<file path="src/rtl/mito_host_sequencer_pkg.sv">
// Shared types and constants for the MITO host-side sequencer.
// Mode encodings, FSM states and instruction word field positions.
package mito_pkg;

  localparam logic [1:0] MODE_CONVOL = 2'b01;
  localparam logic [1:0] MODE_FULLY  = 2'b10;
  localparam logic [1:0] MODE_POOL   = 2'b11;

  localparam int INS_MODE_LSB = 0;
  localparam int INS_START    = 2;

  typedef enum logic [2:0] {
    IDLE,
    LOAD,
    ISSUE,
    STREAM,
    WAIT
  } state_t;

endpackage

</file>
<file path="src/rtl/mito_sync_fifo.sv">
// Synchronous show-ahead FIFO: rdata_o always shows the head entry.
// Pointers carry one extra MSB so full and empty are distinguishable.
module mito_sync_fifo #(
  parameter int DATA_W = 32,
  parameter int DEPTH  = 16
) (
  input  logic                       clk,
  input  logic                       rst_n,
  input  logic                       push_i,
  input  logic [DATA_W-1:0]          wdata_i,
  input  logic                       pop_i,
  output logic [DATA_W-1:0]          rdata_o,
  output logic                       full_o,
  output logic                       empty_o,
  output logic [$clog2(DEPTH):0]     count_o
);

  localparam int AW = $clog2(DEPTH);

  logic [DATA_W-1:0] mem_q [DEPTH];
  logic [AW:0]       wr_ptr_q;
  logic [AW:0]       rd_ptr_q;
  logic              push_ok;
  logic              pop_ok;

  assign empty_o = (wr_ptr_q == rd_ptr_q);
  assign full_o  = (wr_ptr_q[AW] != rd_ptr_q[AW]) &&
                   (wr_ptr_q[AW-1:0] == rd_ptr_q[AW-1:0]);
  assign count_o = wr_ptr_q - rd_ptr_q;
  assign rdata_o = mem_q[rd_ptr_q[AW-1:0]];

  // A simultaneous pop frees the slot, so a push into a full FIFO still lands.
  assign pop_ok  = pop_i && !empty_o;
  assign push_ok = push_i && (!full_o || pop_ok);

  always_ff @(posedge clk or negedge rst_n) begin
    if (!rst_n) begin
      wr_ptr_q <= '0;
      rd_ptr_q <= '0;
    end else begin
      if (push_ok) wr_ptr_q <= wr_ptr_q + 1'b1;
      if (pop_ok)  rd_ptr_q <= rd_ptr_q + 1'b1;
    end
  end

  always_ff @(posedge clk) begin
    if (push_ok) mem_q[wr_ptr_q[AW-1:0]] <= wdata_i;
  end

endmodule

</file>
<file path="src/rtl/mito_host_sequencer.sv">
// Host end of the MITO accelerator port set: buffers a payload, issues the
// instruction, streams words gap-free and queues results for the host.
module mito_host_sequencer
  import mito_pkg::*;
#(
  parameter int DATA_W     = 32,
  parameter int FIFO_DEPTH = 16,
  parameter int TIMEOUT    = 1024
) (
  input  logic              clk,
  input  logic              rst_n,
  input  logic              cmd_valid,
  output logic              cmd_ready,
  input  logic [1:0]        cmd_mode,
  input  logic [7:0]        cmd_len,
  input  logic              pl_valid,
  output logic              pl_ready,
  input  logic [DATA_W-1:0] pl_data,
  output logic [DATA_W-1:0] instruction_signal,
  output logic [DATA_W-1:0] MITO_input,
  input  logic [DATA_W-1:0] MITO_output,
  input  logic              ready_finish,
  output logic              res_valid,
  input  logic              res_ready,
  output logic [DATA_W-1:0] res_data,
  output logic              busy,
  output logic              err_len,
  output logic              err_timeout,
  output logic              err_ovf
);

  localparam int CNT_W = $clog2(FIFO_DEPTH) + 1;
  localparam int TO_W  = $clog2(TIMEOUT) + 1;

  state_t            state_q;
  logic [1:0]        mode_q;
  logic [7:0]        len_q;
  logic [7:0]        sent_q;
  logic [TO_W-1:0]   wait_cnt_q;
  logic              captured_q;
  logic [DATA_W-1:0] ins_q;
  logic [DATA_W-1:0] min_q;
  logic [DATA_W-1:0] hold_q;
  logic              err_len_q, err_timeout_q, err_ovf_q;

  logic              pl_push, pl_pop, pl_full, pl_empty;
  logic [DATA_W-1:0] pl_head;
  logic [CNT_W-1:0]  pl_count;
  logic              res_push, res_full, res_empty;
  logic [DATA_W-1:0] res_head;
  logic [CNT_W-1:0]  res_count;
  logic [DATA_W-1:0] ins_run, ins_go;
  logic              len_legal;

  assign len_legal = (cmd_len != 8'd0) && (32'(cmd_len) <= FIFO_DEPTH);
  assign pl_ready  = (state_q == LOAD) && !pl_full && (8'(pl_count) != len_q);
  assign pl_push   = pl_valid && pl_ready;
  assign pl_pop    = ((state_q == ISSUE) || (state_q == STREAM && sent_q != len_q)) && !pl_empty;
  assign res_push  = (state_q == WAIT) && ready_finish;

  always_comb begin
    ins_run = '0;
    ins_run[INS_MODE_LSB +: 2] = mode_q;
    ins_go = ins_run;
    ins_go[INS_START] = 1'b1;
  end

  mito_sync_fifo #(.DATA_W(DATA_W), .DEPTH(FIFO_DEPTH)) u_pl_fifo (
    .clk(clk), .rst_n(rst_n),
    .push_i(pl_push), .wdata_i(pl_data), .pop_i(pl_pop), .rdata_o(pl_head),
    .full_o(pl_full), .empty_o(pl_empty), .count_o(pl_count)
  );

  mito_sync_fifo #(.DATA_W(DATA_W), .DEPTH(FIFO_DEPTH)) u_res_fifo (
    .clk(clk), .rst_n(rst_n),
    .push_i(res_push), .wdata_i(MITO_output), .pop_i(res_ready), .rdata_o(res_head),
    .full_o(res_full), .empty_o(res_empty), .count_o(res_count)
  );

  always_ff @(posedge clk or negedge rst_n) begin
    if (!rst_n) begin
      state_q       <= IDLE;
      mode_q        <= '0;
      len_q         <= '0;
      sent_q        <= '0;
      wait_cnt_q    <= '0;
      captured_q    <= 1'b0;
      ins_q         <= '0;
      min_q         <= '0;
      err_len_q     <= 1'b0;
      err_timeout_q <= 1'b0;
      err_ovf_q     <= 1'b0;
    end else begin
      case (state_q)
        IDLE: begin
          if (cmd_valid) begin
            mode_q        <= cmd_mode;
            len_q         <= cmd_len;
            err_len_q     <= !len_legal;
            err_timeout_q <= 1'b0;
            err_ovf_q     <= 1'b0;
            if (len_legal) state_q <= LOAD;
          end
        end
        LOAD: begin
          if (8'(pl_count) == len_q) begin
            state_q <= ISSUE;
            ins_q   <= ins_go;
          end
        end
        ISSUE: begin
          state_q <= STREAM;
          ins_q   <= ins_run;
          min_q   <= pl_head;
          sent_q  <= 8'd1;
        end
        STREAM: begin
          if (sent_q == len_q) begin
            state_q    <= WAIT;
            min_q      <= '0;
            wait_cnt_q <= '0;
            captured_q <= 1'b0;
          end else begin
            min_q  <= pl_head;
            sent_q <= sent_q + 8'd1;
          end
        end
        WAIT: begin
          wait_cnt_q <= wait_cnt_q + TO_W'(1);
          if (ready_finish) begin
            captured_q <= 1'b1;
            if (res_full && !res_ready) err_ovf_q <= 1'b1;
          end else if (captured_q) begin
            // First low cycle after a capture is the falling edge of ready_finish.
            state_q <= IDLE;
            ins_q   <= '0;
          end else if (wait_cnt_q == TO_W'(TIMEOUT - 1)) begin
            err_timeout_q <= 1'b1;
            state_q       <= IDLE;
            ins_q         <= '0;
          end
        end
        default: state_q <= IDLE;
      endcase
    end
  end

  // Keeps the last visible head so res_data does not wander once the FIFO drains.
  always_ff @(posedge clk or negedge rst_n) begin
    if (!rst_n) hold_q <= '0;
    else if (!res_empty) hold_q <= res_head;
  end

  assign cmd_ready          = (state_q == IDLE);
  assign busy               = (state_q != IDLE);
  assign instruction_signal = ins_q;
  assign MITO_input         = min_q;
  assign res_valid          = (res_count != '0);
  assign res_data           = res_empty ? hold_q : res_head;
  assign err_len            = err_len_q;
  assign err_timeout        = err_timeout_q;
  assign err_ovf            = err_ovf_q;

endmodule
</file>
<file path="config.mk">
export PLATFORM = sky130hd
export DESIGN_NAME = mito_host_sequencer
export DESIGN_NICKNAME = d
export VERILOG_FILES = /design/src/rtl/mito_host_sequencer_pkg.sv /design/src/rtl/mito_sync_fifo.sv /design/src/rtl/mito_host_sequencer.sv
export SDC_FILE = /design/constraint.sdc
export NUM_CORES = 1
export LEC_CHECK = 0
export ABC_AREA = 1
export CAP_MARGIN = 15
export CORE_AREA = 2 2 300 302
export CTS_CLUSTER_SIZE = 25
export DETAILED_ROUTE_END_ITERATION = 10
export DIE_AREA = 0 0 302 304
export GPL_TIMING_DRIVEN = 0
export PLACE_DENSITY = 0.7
export SLEW_MARGIN = 10
export SYNTH_ARGS = -nofsm -noshare
export SYNTH_HDL_FRONTEND = slang
export SYNTH_SLANG_ARGS = --single-unit
</file>
<file path="constraint.sdc">
create_clock -name clk -period 6.5 [get_ports clk]
set_input_delay 1.95 -clock clk [delete_from_list [all_inputs] [get_ports clk]]
set_output_delay 1.95 -clock clk [all_outputs]
set_load 0.02 [all_outputs]
</file>
==> results.json <==
{
  "synth_ff_type": "edfxtp_1",
  "final_core_util": 0.604,
  "ys_ff_latch": 1147,
  "hold_depth": 1,
  "clk_latency_ps": 720,
  "netlist.area_leader.share": 0.671,
  "pin_count": 183,
  "required_ps": 4550,
  "crit_path_start_kind": "flip-flop",
  "nets": 4054,
  "post-cts-setup-buffers": 0,
  "rsz0062_at_grt": "false",
  "ys_seq_area_frac": 0.738,
  "min_period_over_period": 0.974,
  "outcome": "finished, final reports clean",
  "io_buffer_count": 153,
  "ys_warn_count": 0,
  "syn_area_um2": 45800,
  "finalSetupViolations": 0,
  "met3WireLength_um": 11700,
  "fmaxAchievable_mhz": 158,
  "netlist_instances": 3585,
  "synth_edf_count": 1024,
  "cts_tree": "built",
  "tightest_slew_ps": 967,
  "globalplace.congestion": 0.845,
  "worstSetupPathType": "flip-flop to output port",
  "fin_crit_ps": 6330,
  "vdd_ir_drop_max_v": 0.000459,
  "drtAntennaViolNets": 0,
  "final-hold-violation-count": 0,
  "drt_iter0_drc": 3413,
  "drt-total-wl_um": 126000,
  "syn_avg_cell_area_um2": 12.8,
  "grt_pass1_wl_um": 186000,
  "drive_gt1_frac": 0.109,
  "vias": 30800,
  "crit_chain": "clkinv_1 > clkbuf_2 > ha_1 > nand3_1 > nor2_1 > inv_2 > buf_2 > nand2_1 > a21oi_1 > a21oi_1 > clkdlybuf4s50_1",
  "maxCapViolations": 0,
  "wl_met2_um": 62800,
  "crit_fanout": 10,
  "coreArea_um2": 89000,
  "cts.path.max_buffers": 3,
  "cp-end-kind": "output port",
  "area_growth_pct": 17.3,
  "h-tree-depth": 3,
  "r2r_cells": 17,
  "die_y_um": 304,
  "maxSlewHeadroom": 0.356,
  "maxUsedRoutingLayer": "met5",
  "async_reset_ff_frac": 0.107,
  "min_path_type": "flip-flop to flip-flop",
  "clock_skew_ps": 59.6,
  "power.density_nw_per_um2": 460,
  "drt-met1-wl_um": 46800,
  "critPathArrivalTime_ps": 4380,
  "drc": 0,
  "grt_pass1_vias": 30100,
  "layout_setup_ws_ps": 171,
  "start_util": 0.515,
  "dp_slack_ps": 400,
  "dieArea_um2": 91800,
  "drt-wirelength-per-cell_um": 24.2,
  "p_leak_nw": 18.6,
  "cts_made_buffers": 112,
  "row_count": 110,
  "ctsRootBufferMaster": "clkbuf_16",
  "slowest_delay_ps": 710,
  "antenna_found_initial": 6,
  "dpl.hpwl_um": 85800,
  "cts_sinks": 1147,
  "report.final.slew_viol_count": 0,
  "path_common_cell": "a21oi_1",
  "clk_pin_slew_ps": 60,
  "first_pass_iters": 6,
  "synth_area_leader_cell": "edfxtp_1",
  "die_w_um": 302,
  "grt_use_total": 0.273,
  "layout_commonest_cell": "edfxtp_1",
  "layout_common_cells": "edfxtp_1, nor2_1, o21ai_0, nand2_1, clkdlybuf4s50_1",
  "viasPerCell": 5.90,
  "ctsHoldBuffers": 0,
  "ys_types": 48,
  "grt_max_degree": 87,
  "synth.area.top_cells": "edfxtp_1, dfrtp_1, o21ai_0, nor2_1, nand2_1",
  "grt_overflow_total": 0,
  "slowest_stage": "clkdlybuf4s50_1"
}
[through the flow]
stage	hold WS (ps)	instances	setup TNS (ps)	total power [mW]	area (µm²)
floorplan	441	3613	0	14.4	45900
global placement	462	4942	-867440	18.0	48900
detailed placement	462	5017	0	18.2	50100
CTS	471	5224	0	24.7	53700
global route	500	5224	0	25.7	53800
finish	470	5224	0	24.7	53800
[state kept, by name, indices dropped and copies added, names as in the netlist, 2 cells and up]
signal               flops
MITO_input              32
hold_q                  32
instruction_signal       3
len_q                    8
mode_q                   2
sent_q                   8
state_q                  3
u_pl_fifo.mem_q        512
u_pl_fifo.rd_ptr_q       5
u_pl_fifo.wr_ptr_q       5
u_res_fifo.mem_q       512
u_res_fifo.rd_ptr_q      5
u_res_fifo.wr_ptr_q      5
wait_cnt_q              11
[cell families (layout without fill, tap and decap cells)]
group,count (synthesis),in the layout,synth area share
compound gates,907,907,0.113
xor+xnor,28,28,0.00535
fa+ha+maj,21,21,0.00590
flops,1147,1147,0.738
other cells,1,30,0.0000818
buf+inv,328,762,0.0358
simple gates,1152,1152,0.101
mux,1,1,0.000218
[critical path: cells and delay by family, from the launching register on]
family / cells / cell delay (ps)
flops: 1 / 350
buf+inv: 5 / 1950
fa+ha+maj: 1 / 390
compound gates: 2 / 510
simple gates: 3 / 460
[layout make-up]
cell class | count | area, µm²
multi-input combinational | 2138 | 10700
inverter | 80 | 304
sequential | 1147 | 33800
clock inverter | 53 | 508
buffer | 246 | 1340
antenna | 1 | 2.50
fill | 6743 | 35300
tap | 1176 | 1470
timing repair buffer | 228 | 2480
clock buffer | 155 | 3160
[where the power goes]
group          internal (mW)  total, mW  switching [mW]
Clock                   3.67       6.45            2.78
Sequential              8.58       8.85           0.272
Combinational           2.94       9.42            6.48
Total                   15.2       24.7            9.53
[layer usage]
metal,track usage,up-vias
met1,0.348,15000
met3,0.0510,331
li1,-,13800
met2,0.460,1652
met5,0,-
met4,0.115,10
[Yosys cell counts (45+ instances only)]
master	instances
edfxtp_1	1024
o21ai_0	488
o22ai_1	132
nand3_1	100
clkbuf_1	121
dfrtp_1	123
inv_1	65
o21ai_1	71
buf_2	46
o221ai_1	74
nor2_1	649
o211ai_1	45
nand2_1	351
a21oi_1	80
buf_4	60
[final timing paths]
kind / from / endpoint / slack, ps
max: u_res_fifo.rd_ptr_q[3] / res_data[30] / 170
min reg2reg: wait_cnt_q[10] / wait_cnt_q[10] / 470
min in group asynchronous: rst_n / hold_q[16] / 1140
max reg2reg: u_pl_fifo.rd_ptr_q[2] / u_pl_fifo.mem_q[9][18] / 1980
max in group asynchronous: rst_n / MITO_input[8] / 4540
min: wait_cnt_q[10] / wait_cnt_q[10] / 470
[timing repair]
item                                    in CTS  in global routing
pin swaps                                    0                  0
gates resized for setup                      4                  3
endpoints found under the hold margin        0                  0
cloned                                       0                  0
endpoints found under the setup margin      28                  8
No activity file was read; power rests on OpenSTA's default activity.
